<file path="config.mk">
export PLATFORM = sky130hd
export DESIGN_NAME = multicycle_ctrl_fsm
export DESIGN_NICKNAME = d
export VERILOG_FILES = /design/src/rtl/multicycle_ctrl_fsm_pkg.sv /design/src/rtl/multicycle_ctrl_fsm_alu_decoder.sv /design/src/rtl/multicycle_ctrl_fsm.sv
export SDC_FILE = /design/constraint.sdc
export NUM_CORES = 1
export LEC_CHECK = 0
export ABC_AREA = 1
export CAP_MARGIN = 20
export CORE_UTILIZATION = 38
export CTS_BUF_LIST = sky130_fd_sc_hd__clkbuf_2 sky130_fd_sc_hd__clkbuf_4 sky130_fd_sc_hd__clkbuf_8
export DETAILED_ROUTE_END_ITERATION = 10
export PLACE_DENSITY = 0.81
export SLEW_MARGIN = 25
export SYNTH_ARGS = -nofsm -noshare
export SYNTH_HDL_FRONTEND = slang
export SYNTH_SLANG_ARGS = --single-unit
</file>
<file path="constraint.sdc">
create_clock -name clk -period 1.28 [get_ports clk]
set_input_delay 0.256 -clock clk [delete_from_list [all_inputs] [get_ports clk]]
set_output_delay 0.256 -clock clk [all_outputs]
set_load 0.01 [all_outputs]
</file>
<file path="src/rtl/multicycle_ctrl_fsm_pkg.sv">
// Shared control-unit types for the multi-cycle RV32I core: FSM states,
// opcode constants and the ImmSrc / ALUOp / ALU-control encodings that the
// immediate extender and ALU also consume.
// Optional build macro: CTRL_ILLEGAL_TRAP_EN adds the TRAP state.
package ctrl_pkg;

    typedef enum logic [3:0] {
        FETCH,
        DECODE,
        MEMADR,
        MEMREAD,
        MEMWRITE,
        MEMWB,
        EXECUTER,
        EXECUTEI,
        ALUWB,
        BEQ,
        JAL
`ifdef CTRL_ILLEGAL_TRAP_EN
        , TRAP
`endif
    } state_t;

    localparam logic [6:0] OP_LOAD   = 7'b0000011;
    localparam logic [6:0] OP_STORE  = 7'b0100011;
    localparam logic [6:0] OP_RTYPE  = 7'b0110011;
    localparam logic [6:0] OP_ITYPE  = 7'b0010011;
    localparam logic [6:0] OP_BRANCH = 7'b1100011;
    localparam logic [6:0] OP_JAL    = 7'b1101111;

    typedef enum logic [1:0] {
        IMM_I = 2'b00,
        IMM_S = 2'b01,
        IMM_B = 2'b10,
        IMM_J = 2'b11
    } imm_src_t;

    typedef enum logic [1:0] {
        ALUOP_ADD   = 2'b00,
        ALUOP_SUB   = 2'b01,
        ALUOP_FUNCT = 2'b10
    } alu_op_t;

    typedef enum logic [2:0] {
        ALU_ADD = 3'b000,
        ALU_SUB = 3'b001,
        ALU_AND = 3'b010,
        ALU_OR  = 3'b011,
        ALU_SLT = 3'b101
    } alu_ctrl_t;

    // Immediate format follows the opcode alone, independent of FSM state
    function automatic imm_src_t imm_src_for(input logic [6:0] op);
        case (op)
            OP_STORE:  return IMM_S;
            OP_BRANCH: return IMM_B;
            OP_JAL:    return IMM_J;
            default:   return IMM_I;
        endcase
    endfunction

    // funct3 values the ALU decoder implements
    function automatic logic funct3_supported(input logic [2:0] funct3);
        return (funct3 == 3'b000) || (funct3 == 3'b010) ||
               (funct3 == 3'b110) || (funct3 == 3'b111);
    endfunction

endpackage

</file>
<file path="src/rtl/multicycle_ctrl_fsm_alu_decoder.sv">
// ALU decoder: maps ALUOp plus funct3/funct7b5/op[5] to the ALU control code.
// Unsupported funct3 values fall back to add.
import ctrl_pkg::*;

module alu_decoder (
    input  alu_op_t     alu_op,
    input  logic [2:0]  funct3,
    input  logic        funct7b5,
    input  logic        op5,
    output alu_ctrl_t   alu_control
);

    // Combinational decode; R-type sub needs both op[5] and funct7[5]
    always_comb begin
        alu_control = ALU_ADD;
        case (alu_op)
            ALUOP_ADD: alu_control = ALU_ADD;
            ALUOP_SUB: alu_control = ALU_SUB;
            default: begin
                case (funct3)
                    3'b000:  alu_control = (op5 & funct7b5) ? ALU_SUB : ALU_ADD;
                    3'b010:  alu_control = ALU_SLT;
                    3'b110:  alu_control = ALU_OR;
                    3'b111:  alu_control = ALU_AND;
                    default: alu_control = ALU_ADD;
                endcase
            end
        endcase
    end

endmodule

</file>
<file path="src/rtl/multicycle_ctrl_fsm.sv">
// Main control FSM of the multi-cycle RV32I core. Sequences fetch, decode,
// execute, memory and writeback; fetch and memory states stall on mem_ready.
// Optional build macro: CTRL_ILLEGAL_TRAP_EN adds illegal_instr and a TRAP
// state entered on unsupported op/funct3 and left only through rst_n.
import ctrl_pkg::*;

module multicycle_ctrl_fsm (
    input  logic       clk,
    input  logic       rst_n,
    input  logic [6:0] op,
    input  logic [2:0] funct3,
    input  logic       funct7b5,
    input  logic       zero,
    input  logic       mem_ready,
    output logic       pc_write,
    output logic       adr_src,
    output logic       mem_write,
    output logic       ir_write,
    output logic [1:0] result_src,
    output logic [1:0] alu_src_a,
    output logic [1:0] alu_src_b,
    output logic [1:0] imm_src,
    output logic [2:0] alu_control,
`ifdef CTRL_ILLEGAL_TRAP_EN
    output logic       illegal_instr,
`endif
    output logic       reg_write
);

    localparam state_t RESET_STATE = FETCH;

    state_t    state_q, state_d;
    alu_op_t   alu_op;
    alu_ctrl_t alu_ctrl;
    logic      branch;
    logic      pc_update;

    // State register; reset pulls straight back to fetch, killing any write
    always_ff @(posedge clk or negedge rst_n) begin
        if (!rst_n) state_q <= RESET_STATE;
        else        state_q <= state_d;
    end

    // Next-state and Moore outputs; everything defaults to idle first
    always_comb begin
        state_d    = state_q;
        pc_update  = 1'b0;
        branch     = 1'b0;
        adr_src    = 1'b0;
        mem_write  = 1'b0;
        ir_write   = 1'b0;
        reg_write  = 1'b0;
        result_src = 2'b00;
        alu_src_a  = 2'b00;
        alu_src_b  = 2'b00;
        alu_op     = ALUOP_ADD;
`ifdef CTRL_ILLEGAL_TRAP_EN
        illegal_instr = 1'b0;
`endif
        case (state_q)
            FETCH: begin
                alu_src_b  = 2'b10;
                result_src = 2'b10;
                ir_write   = mem_ready;
                pc_update  = mem_ready;
                if (mem_ready) state_d = DECODE;
            end
            DECODE: begin
                alu_src_a = 2'b01;
                alu_src_b = 2'b01;
                case (op)
                    OP_LOAD, OP_STORE: state_d = MEMADR;
                    OP_RTYPE:          state_d = EXECUTER;
                    OP_ITYPE:          state_d = EXECUTEI;
                    OP_BRANCH:         state_d = BEQ;
                    OP_JAL:            state_d = JAL;
`ifdef CTRL_ILLEGAL_TRAP_EN
                    default:           state_d = TRAP;
`else
                    default:           state_d = FETCH;
`endif
                endcase
            end
            MEMADR: begin
                alu_src_a = 2'b10;
                alu_src_b = 2'b01;
                state_d   = (op == OP_LOAD) ? MEMREAD : MEMWRITE;
            end
            MEMREAD: begin
                adr_src = 1'b1;
                if (mem_ready) state_d = MEMWB;
            end
            MEMWRITE: begin
                adr_src   = 1'b1;
                mem_write = 1'b1;
                if (mem_ready) state_d = FETCH;
            end
            MEMWB: begin
                result_src = 2'b01;
                reg_write  = 1'b1;
                state_d    = FETCH;
            end
            EXECUTER, EXECUTEI: begin
                alu_src_a = 2'b10;
                alu_src_b = (state_q == EXECUTEI) ? 2'b01 : 2'b00;
                alu_op    = ALUOP_FUNCT;
                state_d   = ALUWB;
`ifdef CTRL_ILLEGAL_TRAP_EN
                if (!funct3_supported(funct3)) state_d = TRAP;
`endif
            end
            ALUWB: begin
                reg_write = 1'b1;
                state_d   = FETCH;
            end
            BEQ: begin
                alu_src_a = 2'b10;
                alu_op    = ALUOP_SUB;
                branch    = 1'b1;
                state_d   = FETCH;
            end
            JAL: begin
                alu_src_a = 2'b01;
                alu_src_b = 2'b10;
                pc_update = 1'b1;
                state_d   = ALUWB;
            end
`ifdef CTRL_ILLEGAL_TRAP_EN
            TRAP: begin
                illegal_instr = 1'b1;
                state_d       = TRAP;
            end
`endif
            default: state_d = FETCH;
        endcase
    end

    assign pc_write    = (branch & zero) | pc_update;
    assign imm_src     = imm_src_for(op);
    assign alu_control = alu_ctrl;

    alu_decoder u_alu_decoder (
        .alu_op      (alu_op),
        .funct3      (funct3),
        .funct7b5    (funct7b5),
        .op5         (op[5]),
        .alu_control (alu_ctrl)
    );

endmodule

</file>
### Word-level counts from Yosys, hierarchy flattened

Index checks and enable logic that the tools add are counted.

| word-level totals | value |
|---|---|
| register bits | 4 |
| latch bits | 0 |
| bits in writable memories | 0 |
| ROM bits | 0 |
| output and inout port bits | 16 |
| logic and storage cells | 61 |
| memories kept | 0 |

| operators by class | value |
|---|---|
| $add $sub $neg | 0 |
| multiply operators | 0 |
| divide/modulo/power cells | 0 |
| order comparisons | 0 |
| eq/ne operators | 23 |
| shift-type cells | 0 |
| multiplexer cells | 21 |
| bitwise gates (word level) | 3 |
| reductions and logical operators | 13 |

Operator list:

| cell | count |
|---|---|
| one-hot mux 4 bit (6 select lines) | 1 |
| one-hot mux 4 bit (5 select lines) | 1 |
| == test 4 x 3 -> 1 bit, second input constant | 4 |
| == test 7 x 6 -> 1 bit, second input constant | 2 |
| == test 7 bit, second input constant | 2 |
| OR reduction 2 bit | 7 |
| == test 4 bit, second input constant | 3 |
| 2-to-1 mux 4 bit | 3 |
| one-hot mux 2 bit (2 select lines) | 3 |
| one-hot mux 2 bit (3 select lines) | 2 |
| one-hot mux 3 bit (4 select lines) | 1 |
| == test 4 x 2 -> 1 bit, second input constant | 2 |
| == test 7 x 2 -> 1 bit, second input constant | 1 |
| == test 7 x 5 -> 1 bit, second input constant | 1 |
| 2-to-1 mux 1 bit | 7 |
| == test 3 bit, second input constant | 2 |
| != test 2 bit, second input constant | 3 |
| one-hot mux 3 bit (2 select lines) | 1 |
| == test 4 x 1 -> 1 bit, second input constant | 1 |
| logical NOT 4 bit | 1 |
| OR reduction 4 bit | 1 |
| == test 3 x 2 -> 1 bit, second input constant | 1 |
| logical NOT 3 bit | 1 |
| 2-to-1 mux 3 bit | 1 |
| 7 further kinds | 8 |

### Longest topological paths before layout

Gate-level depths: netlist (run 1).

| logic depth | value |
|---|---|
| depth in word-level cells | 5 |
| gate-level depth with buffers | 8 |
| gate-level depth less buffers | 8 |

### Cells and area by module

Synthesis (run 1) repeated with hierarchy kept, for this count alone.

| unflattened totals | value |
|---|---|
| cells, all modules | 93 |
| area, all modules | 511.7 µm² |

By module, submodules not included:

| module | instances | cells each | area each (µm²) |
|---|---|---|---|
| multicycle_ctrl_fsm | 1 | 80 | 459.2 |
| alu_decoder | 1 | 13 | 52.6 |

### Least setup slack after synthesis (run 1)

OpenSTA, ideal clock, no wires.

| timing | value |
|---|---|
| kind | reg-to-output |
| start point | reg state_q[3] |
| end point | out alu_control[2] |
| arrival | 0.985 ns |
| data required time | 1.024 ns |
| path slack | 0.039 ns |
| stages on the path, launching flop included | 4 |
| path buffers | 0 |
| path through | dfrtp_1 nor2_2 nand2_1 nor4_1 |

| between the ends | value |
|---|---|
| longest elaborated chain between the ends | 5 |
| elaborated cells on any way between the ends | 8 |
| classes of those cells | eq/ne: 4; mux: 2; reduce/logical: 2 |

Ends and longest elaborated chain:

| item | RTL line | source |
|---|---|---|
| from (decl) | multicycle_ctrl_fsm.sv:32 | `state_t state_q, state_d;` |
| from (signal assigned) | multicycle_ctrl_fsm.sv:41 | `else state_q <= state_d;` |
| == test 4 x 3 -> 1 bit | multicycle_ctrl_fsm.sv:60 | `case (state_q)` |
| OR reduction 2 bit | multicycle_ctrl_fsm.sv:60 |  |
| one-hot mux 2 bit (2 select lines) (*) | multicycle_ctrl_fsm.sv:60 |  |
| == test 2 x 1 -> 1 bit / logical NOT 2 bit (equally long branches) | multicycle_ctrl_fsm_alu_decoder.sv:16 | `case (alu_op)` |
| one-hot mux 3 bit (2 select lines) (*) | multicycle_ctrl_fsm_alu_decoder.sv:16 |  |
| to (decl) | multicycle_ctrl_fsm.sv:23 | `output logic [2:0] alu_control,` |

Every way passes the cells marked *; elsewhere a longest branch is shown, timed or not.

### Final worst setup path (run 1)

| timing | value |
|---|---|
| start point | reg state_q[2] |
| end point | out alu_control[0] |

Same word-level chain as after synthesis.

==> results of run 1 <==
## path summary, 6_finish.rpt
kind	from	end	slack [ns]	cells past startpoint
setup reg to reg	state_q[2]	state_q[2]	-0.23	11
max in group asynchronous	rst_n	state_q[1]	0.86	1
min in group clk	op[5]	state_q[0]	0.63	7
hold / removal	rst_n	state_q[3]	0.22	1
hold reg to reg	state_q[2]	state_q[3]	0.82	5
setup / recovery	state_q[2]	alu_control[0]	-0.43	6
## layout make-up
type,instances,area share (%)
multi-input combinational,69,41.7
timing repair buffer,55,38.0
clock buffer,3,2.02
tap,14,1.57
inverter,21,7.51
sequential,4,9.19
## cells by family (layout without fill, tap and decap cells)
logic type      count (synthesis)  in the layout  share of synthesized area, %
simple gates                   60             60                          53.4
flops                           4              4                          19.2
compound gates                  9              9                          11.8
buf+inv                        21             79                          15.6
## placed cells by master, fill, tap and decap left out, types with 3 or more instances in the layout
master	netlist	final
nand2_4	1	6
nor2_2	4	3
nand2_1	28	20
nor2_4	1	10
inv_2	5	11
clkdlybuf4s50_1	0	6
inv_1	15	8
buf_6	0	8
buf_4	0	22
nor2_1	12	4
buf_2	0	11
clkbuf_2	0	5
nand2_2	3	6
clkbuf_4	0	3
nand3_1	8	7
## routing by layer
metal,GRT usage (%),share of wire (%)
met1,32.3,31
met2,58.3,48
met3,4.05,9.4
met4,23.3,11
met5,0,0
## per-stage QoR
| stage | utilization [%] | worst slack [ns] | instances | TNS, ns |
|---|---|---|---|---|
| final | 94.1 | -0.427 | 166 | -5.03 |
| after global routing | 94.1 | -0.495 | 166 | -5.71 |
| after CTS | 88.7 | -0.317 | 164 | -3.51 |
| after detailed placement | 80.8 | -0.701 | 154 | -8.20 |
| after global placement | 80.8 | -0.661 | 154 | -7.68 |
| after floorplan | - | 0.0386 | 94 | 0 |
## worst max-delay path, stage by stage (launching register included)
cell and delay [ns]:
dfrtp_1 0.42, inv_2 0.10, nor2_4 0.12, nand2_2 0.09, a211o_1 0.23, nand2_1 0.09, buf_2 0.16
## power by group
group	internal (mW)	switching, mW	leakage, nW
Combinational	0.447	0.476	0.562
Sequential	0.151	0.0520	0.0511
Clock	0.106	0.0652	0.0138
## what timing repair did
| action | CTS | global route |
|---|---|---|
| resized for setup | 113 | 24 |
| pin swaps | 13 | 9 |
| setup endpoints to repair | 18 | 19 |
| setup buffers | 7 | 2 |
==> out/qor.txt, run 1 <==
Post-synth top area share: 20.2%
Area post-placement: 958 sq um
Worst slew pin tran: 0.300 ns
Via-to-Cell Ratio: 6.04
Largest net degree at the start of global routing: 6
Count of cell types in the netlist: 20
Antenna-violating nets left: 0
Req. time, crit path: 1.02 ns
Layout Nets: 169
Total global routing overflow: 0
# H-tree levels: 1
Share of cells above drive strength 1: 60.5%
Starting Density: 43.9%
Failing checks: setup timing
Clock transition at path regs: 0.05 ns
Final RePlAce weighted congestion: 0.738
Total power: 1.30 mW
#FFs+latches synth: 4
DRT iter0 DRCs: 111
Max-cap viol count: 0
Hold crit path type: in2async
Status: finished with violations
RSZ-0062 raised after global routing: true
Layout area overhead: 114%
Fin. max-slew vios: 0
P_leak: 0.627 nW
Largest regs: state_q (4)
Full die area: 1520 sq um
Worst-path maximum fanout: 3
Syn_nets: 109
Die W: 39.0 microns
DR pass1 iterations: 5
Min Tclk post-route: 1.71 ns
Slew Limit Headroom: 79.8%
Detailed placer's ending HPWL: 1.42 mm
Core ar.: 1190 sq um
IO Pins: 31
Drt drc: 0
Overall global routing resource usage: 31.9%
First-pass GRT wire length: 3.19 mm
Synth Warn #: 0
Max Freq: 586 MHz
Critical path arrival: 1.45 ns
Final WS setup: -0.427 ns
Final WL: 3.01 mm
Pwr Density: 1160 nW/um^2
Top_reg_cell synth: dfrtp_1
CTS tree: yes
Syn Inst Count: 94
Clk sink count: 4
Ranking of synthesized cells by area: nand2_1, dfrtp_1, inv_1
Routed len/inst: 18.1 microns
Final Hold Viols: 0
Commonest cells in the netlist: nand2_1, inv_1, nor2_1
Hold_ws: 0.215 ns
Crit end category: output port
IO Port Bufs: 30
Antenna cell count: 0
Clock root cell: clkbuf_4
Vias: 1003
Initial antenna violation count: 0
Startpoint Class: register
Reg area: 103 sq um
EDFF count, synth: 0
Crit path kind: reg2out
# rows: 12
Cts bufs inserted: 3
Final critical-path share of the clock period: 133%
Final setup violation count: 18
Post-synth top area cell: nand2_1
Largest register by flop count: state_q
Clock Tree Buf Depth: 2
Syn Area/Cell: 5.54 sq um
Vias in the first global route: 762
Worst-skew pair later-pin latency: 0.25 ns
FFs w/ async S/R, synth: 100%
Multi-input logic area: 465 sq um
Post-Syn Area: 520 sq um
Max VDD drop: 0.000906 V
Number of flip-flops in the largest register: 4
Fill count: 38
Most common cell in the netlist: nand2_1
Die height: 39.0 microns
Final std cell area, no fill: 1120 sq um
Cts hold-fix bufs: 0
Seq/Total Area, Yosys: 19.2%
Clock Skew: 0.0118 ns
Power figures use the tool's default switching activity.
==> inputs of run 2 (changes only) <==
--- a/config.mk
+++ b/config.mk
@@ -7,10 +7,11 @@
 export LEC_CHECK = 0
 export ABC_AREA = 1
 export CAP_MARGIN = 20
-export CORE_UTILIZATION = 38
+export CORE_AREA = 2 2 39 41
 export CTS_BUF_LIST = sky130_fd_sc_hd__clkbuf_2 sky130_fd_sc_hd__clkbuf_4 sky130_fd_sc_hd__clkbuf_8
 export DETAILED_ROUTE_END_ITERATION = 10
-export PLACE_DENSITY = 0.81
+export DIE_AREA = 0 0 41 43
+export PLACE_DENSITY = 0.83
 export SLEW_MARGIN = 25
 export SYNTH_ARGS = -nofsm -noshare
 export SYNTH_HDL_FRONTEND = slang
==> constraint.sdc (replaced) <==
create_clock -name clk -period 2.1 [get_ports clk]
set_input_delay 0.42 -clock clk [delete_from_list [all_inputs] [get_ports clk]]
set_output_delay 0.42 -clock clk [all_outputs]
set_load 0.01 [all_outputs]
==> out/qor.txt, run 2 (synthesized netlist as in run 1, its figures left out) <==
Status: finished clean
# rows: 14 (+2)
Cell Chain, Critical Path: clkdlybuf4s50_1 > nand2_1 > nor2_1 > clkdlybuf4s50_1
Full die area: 1760 sq um (+16%)
Via-to-Cell Ratio: 4.87 (-19%)
Slowest-stage cell, CP: clkdlybuf4s50_1
Starting Density: 37.6% (-6.3 points)
Critical path arrival: 1.60 ns (+0.15 ns)
Clk sink count: 4 (unchanged)
Largest register by flop count: state_q
Routed len/inst: 10.1 microns (-44%)
Most common cell after layout, fill and taps aside: nand2_1
Hold crit path type: in2async
Met2 WL: 765 microns (-47%)
Req. time, crit path: 1.68 ns (+0.66 ns)
Die W: 41 microns (+5.1%)
Antenna-violating nets left: 0 (unchanged)
Final WL: 1.51 mm (-50%)
Total global routing overflow: 0 (unchanged)
Most frequent cells in the layout: nand2_1, clkdlybuf4s50_1, inv_1, nor2_1, dlygate4sd2_1
Fill count: 132 (+250%)
Vias in the first global route: 651 (-15%)
Max VDD drop: 0.000611 V (-33%)
Comb pwr share: 63.5% (-7.6 points)
Min Tclk post-route: 2.02 ns
Clock transition at path regs: 0.04 ns (about the same)
Vias: 730 (-27%)
Largest regs: state_q (4)
Core ar.: 1380 sq um (+17%)
Clock Tree Buf Depth: 2 (unchanged)
Detailed placer's ending HPWL: 1.27 mm (-11%)
Pre-CTS WS: -0.189 ns (+0.512 ns)
Switching portion of total power: 42.2% (-3.5 points)
Routed met3 length: 95 microns (-67%)
Layout Nets: 151 (-11%)
Switch Pwr: 0.241 mW (-59%)
Worst slew pin tran: 0.208 ns (-0.0919 ns)
Clock group share of total power: 17.0% (+3.8 points)
Crit path kind: in2out
Worst-path maximum fanout: 3 (unchanged)
First-pass GRT wire length: 2.43 mm (-24%)
Overall global routing resource usage: 19.7% (-12 points)
DRT iter0 DRCs: 14 (-87%)
Final RePlAce weighted congestion: 0.876 (+19%)
Layout area overhead: 79.3%
Int Pwr: 0.330 mW (-53%)
CP peak stage delay: 0.54 ns (+0.12 ns)
Pwr Density: 611 nW/um^2 (-47%)
IO Port Bufs: 30 (unchanged)
Final critical-path share of the clock period: 96.4%
Drt drc: 0 (unchanged)
Clock root cell: clkbuf_4
Share of cells above drive strength 1: 22.4% (-38 points)
Crit path buf inv count: 2 (unchanged)
P_leak: 0.550 nW (-12%)
Initial antenna violation count: 0 (unchanged)
M1 WL: 651 microns (-30%)
Seq pwr share: 19.6% (+3.9 points)
Hold_ws: 0.387 ns (+0.171 ns)
Die height: 43 microns (+10%)
# H-tree levels: 1 (unchanged)
Fin. max-slew vios: 0 (unchanged)
CTS tree: yes
Final setup violation count: 0 (-18)
Post-CTS setup buffer count: 0 (-7)
Final WS setup: 0.0756 ns (+0.503 ns)
Largest net degree at the start of global routing: 6 (unchanged)
CP top delay family: buffers and inverters
Number of flip-flops in the largest register: 4 (unchanged)
Startpoint Class: input pin
Antenna cell count: 0 (unchanged)
Top Layer Used: met3
Worst-skew pair later-pin latency: 0.24 ns (about the same)
Crit end category: output port
Max-cap viol count: 0 (unchanged)
PostCTS Resize Cnt: 12 (-89%)
Final Hold Viols: 0 (unchanged)
DR pass1 iterations: 4 (-1)
Most frequent CP cell: clkdlybuf4s50_1
IO Pins: 31 (unchanged)
Cts hold-fix bufs: 0 (unchanged)
Max Freq: 494 MHz
Clock Skew: 0.00509 ns (-0.00667 ns)
Slew Limit Headroom: 86.0% (+6.2 points)
RSZ-0062 raised after global routing: false
Cts bufs inserted: 3 (unchanged)
run 2: cell types whose count changed in the layout (fill, tap and decap cells not counted), moves of 7 or more:
cell and delta:
buf_6 -8, clkdlybuf4s50_1 +12, buf_4 -15, nor2_1 +8, buf_2 -11, dlygate4sd2_1 +7
nand2_1 +7, nor2_4 -8, inv_1 +7
run 2: final cells by class:
type	instances	area, sq um	share of cell area (%)
clock buffer	3	22.5	2.41
inverter	21	81.3	8.71
multi-input combinational	69	355	38.1
sequential	4	101	10.9
tap	16	20.0	2.14
timing repair buffer	37	353	37.8
run 2: metal layers:
layer	vias up	GRT usage, %
li1	375	-
met1	333	23.5
met2	22	34.7
met3	0	6.28
met4	0	0
met5	-	0
run 2: through the flow:
step	cell area, sq um	TNS, ns	total power, mW	util, %	cells
after floorplan	520	0	0.302	-	94
after global placement	893	-0.548	0.477	64.6	147
after detailed placement	893	-0.621	0.486	64.6	147
after CTS	921	0	0.582	66.5	150
after global routing	933	0	0.618	67.5	150
final	933	0	0.570	67.5	150
run 2: worst paths after layout:
path | startpoint | end | slack (ns) | depth (start not counted)
max in group asynchronous | rst_n | state_q[1] | 1.52 | 1
worst max-delay path | funct3[2] | alu_control[1] | 0.08 | 4
worst max register to register | state_q[0] | state_q[2] | 0.97 | 7
min in group clk | state_q[1] | state_q[3] | 0.66 | 2
worst min register to register | state_q[1] | state_q[3] | 0.66 | 2
worst min-delay path | rst_n | state_q[0] | 0.39 | 1
run 2: worst reg2reg max path, stage by stage (launching register included):
cell and delay, ns:
dfrtp_1 0.44, nand2_1 0.14, inv_2 0.06, nand2_1 0.10, nand2_2 0.07, o21ai_2 0.14, nand2_1 0.07, nand2_1 0.05
run 2: power by group through the flow:
stage	combinational (mW)	clock, mW	sequential, mW
after floorplan	0.198	0	0.104
after global placement	0.372	0	0.106
after detailed placement	0.378	0	0.108
after CTS	0.370	0.102	0.110
after global routing	0.396	0.110	0.112
final	0.362	0.0967	0.112
